File: src/rtl/adc_sample_sequencer.sv
`timescale 1ns/1ps
// adc_sample_sequencer
//   Initiator side of a SAR ADC start/done handshake. A programmable tick
//   generator requests conversions. Each conversion is started with a one-cycle
//   adc_start pulse and completes on the rising edge of adc_done. 2**AVG_LOG2
//   results are summed and the truncated mean is pushed into a small
//   first-word-fall-through FIFO that feeds the consumer.
//
// Ports
//   clk, rst            clock (rising edge) and asynchronous active-high reset
//   en                  1 = sampling enabled
//   period              clk cycles between conversion requests (0 acts as 1)
//   clr_err             pulse clearing the sticky overflow / timeout_err flags
//   adc_start           one-cycle conversion start pulse to the ADC
//   adc_done, adc_data  ADC done level and 8-bit result (valid on done rise)
//   smp_data, smp_valid averaged sample at FIFO head, FIFO non-empty
//   smp_ready           consumer acceptance
//   busy                sequencer FSM not idle
//   overflow            sticky: an averaged sample was dropped (FIFO full)
//   timeout_err         sticky: no done within TIMEOUT cycles of a start
//
// Output handshake: a sample transfers on every rising clk edge where
//   smp_valid & smp_ready are both 1. smp_valid never depends on smp_ready, and
//   while smp_valid=1 and smp_ready=0 the head entry (smp_data) holds steady.
module adc_sample_sequencer #(
  parameter int PERIOD_W   = 16,
  parameter int AVG_LOG2   = 2,
  parameter int FIFO_DEPTH = 4,
  parameter int TIMEOUT    = 64
) (
  input  logic                clk,
  input  logic                rst,
  input  logic                en,
  input  logic [PERIOD_W-1:0] period,
  input  logic                clr_err,
  output logic                adc_start,
  input  logic                adc_done,
  input  logic [7:0]          adc_data,
  output logic [7:0]          smp_data,
  output logic                smp_valid,
  input  logic                smp_ready,
  output logic                busy,
  output logic                overflow,
  output logic                timeout_err
);

  localparam int ACC_W = 8 + AVG_LOG2;
  localparam int CNT_W = AVG_LOG2 + 1;
  localparam int PTR_W = $clog2(FIFO_DEPTH);
  localparam int TO_W  = $clog2(TIMEOUT + 1);
  localparam logic [CNT_W-1:0] AVG_N   = CNT_W'(1 << AVG_LOG2);
  localparam logic [TO_W-1:0]  TO_LAST = TO_W'(TIMEOUT - 1);

  localparam logic [1:0] S_IDLE  = 2'd0;
  localparam logic [1:0] S_START = 2'd1;
  localparam logic [1:0] S_WAIT  = 2'd2;
  localparam logic [1:0] S_PUSH  = 2'd3;

  // ---------------------------------------------------------------------------
  // Tick generator and pending request
  // ---------------------------------------------------------------------------
  logic [PERIOD_W-1:0] tick_cnt;
  logic [PERIOD_W-1:0] period_max;
  logic                tick;
  logic                pending;
  logic                take;
  logic [1:0]          state;

  assign period_max = (period == '0) ? PERIOD_W'(1) : period;
  // ">=" so that shrinking period on the fly cannot strand the counter above
  // the new terminal value.
  assign tick = en & (tick_cnt >= (period_max - PERIOD_W'(1)));

  // The IDLE state consumes a tick in the same cycle it fires, which gives the
  // one-cycle tick-to-adc_start latency.
  assign take = (state == S_IDLE) & en & (pending | tick);

  always_ff @(posedge clk or posedge rst) begin
    if (rst) begin
      tick_cnt <= '0;
    end else if (!en || tick) begin
      tick_cnt <= '0;
    end else begin
      tick_cnt <= tick_cnt + PERIOD_W'(1);
    end
  end

  // A tick that fires while a request is already pending is simply lost.
  always_ff @(posedge clk or posedge rst) begin
    if (rst) begin
      pending <= 1'b0;
    end else if (!en || take) begin
      pending <= 1'b0;
    end else if (tick) begin
      pending <= 1'b1;
    end
  end

  // ---------------------------------------------------------------------------
  // Done edge detect
  // ---------------------------------------------------------------------------
  logic done_q;
  logic done_edge;

  always_ff @(posedge clk or posedge rst) begin
    if (rst) begin
      done_q <= 1'b0;
    end else begin
      done_q <= adc_done;
    end
  end

  assign done_edge = adc_done & ~done_q;

  // ---------------------------------------------------------------------------
  // Conversion FSM and accumulator
  // ---------------------------------------------------------------------------
  logic [1:0]       state_nxt;
  logic [ACC_W-1:0] acc, acc_nxt, acc_sum;
  logic [CNT_W-1:0] cnt, cnt_nxt, cnt_inc;
  logic [TO_W-1:0]  tcnt, tcnt_nxt;
  logic             push;
  logic             to_set;
  logic [7:0]       push_data;

  assign acc_sum   = acc + ACC_W'(adc_data);
  assign cnt_inc   = cnt + CNT_W'(1);
  assign push_data = 8'(acc >> AVG_LOG2);

  always_comb begin
    state_nxt = state;
    acc_nxt   = acc;
    cnt_nxt   = cnt;
    tcnt_nxt  = tcnt;
    push      = 1'b0;
    to_set    = 1'b0;
    case (state)
      S_IDLE: begin
        // Disabling while idle discards any partial average.
        if (!en) begin
          acc_nxt = '0;
          cnt_nxt = '0;
        end
        if (take) begin
          state_nxt = S_START;
        end
      end
      S_START: begin
        tcnt_nxt  = '0;
        state_nxt = S_WAIT;
      end
      S_WAIT: begin
        tcnt_nxt = tcnt + TO_W'(1);
        // A done edge in the last allowed cycle still counts as a result.
        if (done_edge) begin
          acc_nxt   = acc_sum;
          cnt_nxt   = cnt_inc;
          state_nxt = (cnt_inc == AVG_N) ? S_PUSH : S_IDLE;
        end else if (tcnt == TO_LAST) begin
          to_set    = 1'b1;
          acc_nxt   = '0;
          cnt_nxt   = '0;
          state_nxt = S_IDLE;
        end
      end
      S_PUSH: begin
        push      = 1'b1;
        acc_nxt   = '0;
        cnt_nxt   = '0;
        state_nxt = S_IDLE;
      end
      default: begin
        state_nxt = S_IDLE;
      end
    endcase
  end

  always_ff @(posedge clk or posedge rst) begin
    if (rst) begin
      state <= S_IDLE;
      acc   <= '0;
      cnt   <= '0;
      tcnt  <= '0;
    end else begin
      state <= state_nxt;
      acc   <= acc_nxt;
      cnt   <= cnt_nxt;
      tcnt  <= tcnt_nxt;
    end
  end

  assign adc_start = (state == S_START);
  assign busy      = (state != S_IDLE);

  // ---------------------------------------------------------------------------
  // Output FIFO (first-word-fall-through)
  // ---------------------------------------------------------------------------
  // Pointers carry one extra wrap bit to tell full from empty.
  logic [7:0]     mem [FIFO_DEPTH];
  logic [PTR_W:0] wr_ptr, rd_ptr;
  logic           empty, full, pop, wr_en, ovf_set;

  assign empty = (wr_ptr == rd_ptr);
  assign full  = (wr_ptr[PTR_W] != rd_ptr[PTR_W]) &&
                 (wr_ptr[PTR_W-1:0] == rd_ptr[PTR_W-1:0]);
  assign pop   = smp_valid & smp_ready;
  // A pop in the same cycle frees the slot, so a push into a full FIFO is
  // accepted when the head is leaving.
  assign wr_en   = push & (~full | pop);
  assign ovf_set = push & full & ~pop;

  always_ff @(posedge clk) begin
    if (wr_en) begin
      mem[wr_ptr[PTR_W-1:0]] <= push_data;
    end
  end

  always_ff @(posedge clk or posedge rst) begin
    if (rst) begin
      wr_ptr <= '0;
      rd_ptr <= '0;
    end else begin
      if (wr_en) begin
        wr_ptr <= wr_ptr + (PTR_W+1)'(1);
      end
      if (pop) begin
        rd_ptr <= rd_ptr + (PTR_W+1)'(1);
      end
    end
  end

  assign smp_valid = ~empty;
  // Storage is not reset; gating keeps smp_data at 0 whenever nothing is held.
  assign smp_data  = smp_valid ? mem[rd_ptr[PTR_W-1:0]] : 8'h00;

  // ---------------------------------------------------------------------------
  // Sticky error flags: a set in the same cycle as clr_err wins.
  // ---------------------------------------------------------------------------
  always_ff @(posedge clk or posedge rst) begin
    if (rst) begin
      overflow    <= 1'b0;
      timeout_err <= 1'b0;
    end else begin
      overflow    <= ovf_set | (overflow & ~clr_err);
      timeout_err <= to_set | (timeout_err & ~clr_err);
    end
  end

endmodule

File: config.mk
export PLATFORM = sky130hd
export DESIGN_NAME = adc_sample_sequencer
export DESIGN_NICKNAME = d
export VERILOG_FILES = /design/src/rtl/adc_sample_sequencer.sv
export SDC_FILE = /design/constraint.sdc
export NUM_CORES = 1
export LEC_CHECK = 0
export BUFFER_PORTS_ARGS = -buffer_cell sky130_fd_sc_hd__buf_4
export CAP_MARGIN = 20
export CELL_PAD_IN_SITES_DETAIL_PLACEMENT = 2
export CELL_PAD_IN_SITES_GLOBAL_PLACEMENT = 2
export CORE_MARGIN = 3
export CORE_UTILIZATION = 30
export DETAILED_ROUTE_END_ITERATION = 8
export HOLD_SLACK_MARGIN = 0.02
export PLACE_DENSITY_LB_ADDON = 0.1
export SLEW_MARGIN = 0
export SYNTH_ARGS = -nofsm -noshare
export SYNTH_HDL_FRONTEND = slang
export SYNTH_SLANG_ARGS = --single-unit
File: constraint.sdc
create_clock -name clk -period 4.4 [get_ports clk]
set_input_delay 0.22 -clock clk [delete_from_list [all_inputs] [get_ports clk]]
set_output_delay 0.22 -clock clk [all_outputs]
set_load 0.02 [all_outputs]
==> results.cfg <==
[status]
outcome = complete, no violations

[detailed_routing]
via_per_inst = 5.06
drt-total-wl_mm = 11.2
vias = 3240
antenna_left = 0
routedWlPerCell_um = 17.5
dr.first_iter.drc_count = 109
first_pass_iters = 4
drc_errors = 0

[synthesis]
synth_nets = 479
synth_top_cell_area_share = 0.269
synth_edf_count = 32
synth.area.top_cells = dfrtp_1 27%, edfxtp_1 22%, ha_1 11%, mux4_2 4.0%, xnor2_1 3.9%
syn_inst = 409
synthDistinctLibCells = 47
synth_area_per_cell_um2 = 10.9
ys_seq_area_frac = 0.485
syn_area_um2 = 4460
ys_ff_latch = 80
synthArstFlopShare = 0.600
yosysWarningCount = 0
yosysTopAreaCell = dfrtp_1
synth_top_flop_cell = dfrtp_1

[cts]
cts_buffers = 9
cts_tree = done
cts_root_buf = clkbuf_16
post-cts-setup-buffers = 0
h-tree-depth = 3
clk_pin_slew_ns = 0.06
clock-sinks = 80
insertion_delay_ns = 0.34
cts_max_path_buffers = 2

[timing]
slew_violations = 0
min_period_over_period = 0.874
min_period_ns = 3.85
whs_ns = 0.0740
fmax_mhz = 260
hold_viol = 0
max_slew_margin = 0.389
setup-violations-final = 0
fin_skew_ns = 0.00682
rsz0062_at_grt = no
max_slew.worst_pin.slew_ns = 0.912
setup_tns_ns = 0

[critical_path]
required_ns = 4.62
worstPathMaxFanout = 5
critPathLaunchType = input pin
critPathArrivalTime_ns = 4.07
end_kind = flop
worstPathCellList = buf_4 -> or4_4 -> nor4_4 -> nand3_2 -> nor3_2 -> nor2_1 -> ha_1 -> nand2_1 -> nor2_1 -> nand2_1 -> xor2_1 -> ha_1 -> and3_1 -> a221oi_1 -> o21ai_0 -> a211oi_1 -> a211oi_1 -> o32a_1
ff2ff_setup_slack_ns = 1.84
crit_type = input pin to flop
slowest_delay_ns = 0.57
timing.rr.end = mem[3][2]$_DFFE_PP_
r2r-start = rd_ptr[0]$_DFFE_PP0P_
crit_slowest_cell = or4_4
worstRegToRegCells = 5

[cells_and_area]
area_growth_pct = 18.3
diodes = 0
layout.nets = 525
final_common_cell = dfrtp_1
drive_gt1_frac = 0.163
layout_common_cells = 48 x dfrtp_1, 43 x buf_4, 39 x ha_1, 38 x nor2_1, 32 x edfxtp_1

[power_and_ir_drop]
irDropWorstVdd_uv = 213
power_leakage_nw = 2.29
power_density_nw_per_um2 = 506

[floorplan]
die_x_um = 128
core_area_um2 = 14200
start_util = 0.314
io_pins = 43
die_height_um = 128
rows = 43
dieArea_um2 = 16400

[global_routing]
grt_max_degree = 49
grt_use_total = 0.149
grt_pass1_wl_mm = 19.2
antenna_found_initial = 0
grt_overflow_total = 0
grt_pass1_vias = 3696

[placement]
gp_congestion = 0.774
io_buffers = 42
dp_hpwl_mm = 8.19

[job]
drv_cap = 0

[min_path]
hold_class = input pin to asynchronous set/reset pin
[flip-flops by register name, indices dropped and copies added, names as in the netlist]
register	count
tcnt	7
mem	32
timeout_err	1
cnt	3
wr_ptr	3
state	2
tick_cnt	16
overflow	1
done_q	1
rd_ptr	3
acc	10
pending	1
[routing by layer]
| metal | track usage | vias up | share of wire |
|---|---|---|---|
| met3 | 0.0408 | 12 | 0.029 |
| met2 | 0.242 | 36 | 0.48 |
| met4 | 0.0387 | 0 | 0.012 |
| met5 | 0 | - | 0 |
| li1 | - | 1555 | - |
| met1 | 0.198 | 1637 | 0.48 |
[cell families after synthesis]
group | Yosys count | synth area share
and+or+nand+nor | 139 | 0.157
muxes | 11 | 0.0477
AOI/OAI and AO/OA | 68 | 0.0928
buffers and inverters | 33 | 0.0289
xor gates and xnor gates | 38 | 0.0746
DFF | 80 | 0.485
adders and majority gates | 40 | 0.114
[power by group]
group          internal [W]  leakage [nW]  total, W  switching (W)
clock              0.000454         0.145  0.000759       0.000305
combinational      0.000393          1.18  0.000903       0.000511
sequential         0.000880         0.956   0.00101       0.000126
total               0.00173          2.29   0.00267       0.000943
[metrics by stage]
step                       util  total power (W)  setup slack (ns)  area (um^2)  cells
final                     0.372          0.00267             0.553         5280    640
after global routing      0.372          0.00286             0.118         5280    640
after CTS                 0.372          0.00272             0.483         5280    640
after detailed placement  0.350          0.00195             0.195         4970    623
after global placement    0.350          0.00191             0.399         4970    623
after floorplan               -          0.00161             0.907         4460    409
[cell usage after synthesis, drive strengths merged (2+ instances only)]
library cell and count:
a211o 2, a211oi 5, a21o 4, a21oi 11, a22o 3, a31oi 2, and2 2, and3 9
buf 2, clkbuf 7, dfrtp 48, edfxtp 32, ha 39, inv 24, mux2 2, mux4 8
nand2 29, nand2b 3, nand3 18, nand4 6, nor2 38, nor2b 11, nor3 10, nor4 6
o21a 2, o21ai 30, o31ai 3, or3 3, xnor2 20, xor2 18
[worst max path at each step]
stage	startpoint	end	cells past startpoint
global placement	period[7]	state[0]$_DFFE_PP0P_	18
CTS	period[7]	state[0]$_DFFE_PP0P_	18
floorplan	period[7]	state[0]$_DFFE_PP0P_	17
finish	period[7]	state[0]$_DFFE_PP0P_	18
global route	period[7]	state[0]$_DFFE_PP0P_	18
detailed placement	period[7]	state[0]$_DFFE_PP0P_	18
[repair_timing]
action	CTS	global route
hold buffers	1	0
gates resized for setup	0	0
endpoints found under the hold margin	1	0
[cell type report]
cell class / instances / area, um^2
tap: 180 / 225
clock inverter: 5 / 56.3
inverter: 24 / 90.1
timing repair buffer: 44 / 333
multi-input combinational: 296 / 2170
sequential: 80 / 2160
fill: 1530 / 8920
clock buffer: 11 / 243
[critical path: cells and delay by family]
kind | cells | cell delay, ns
AOI/OAI and AO/OA | 5 | 1.31
buffers and inverters | 1 | 0.13
adders and majority gates | 2 | 0.50
and+or+nand+nor | 9 | 1.76
xor gates and xnor gates | 1 | 0.16
(Power assumes the default switching activity.)
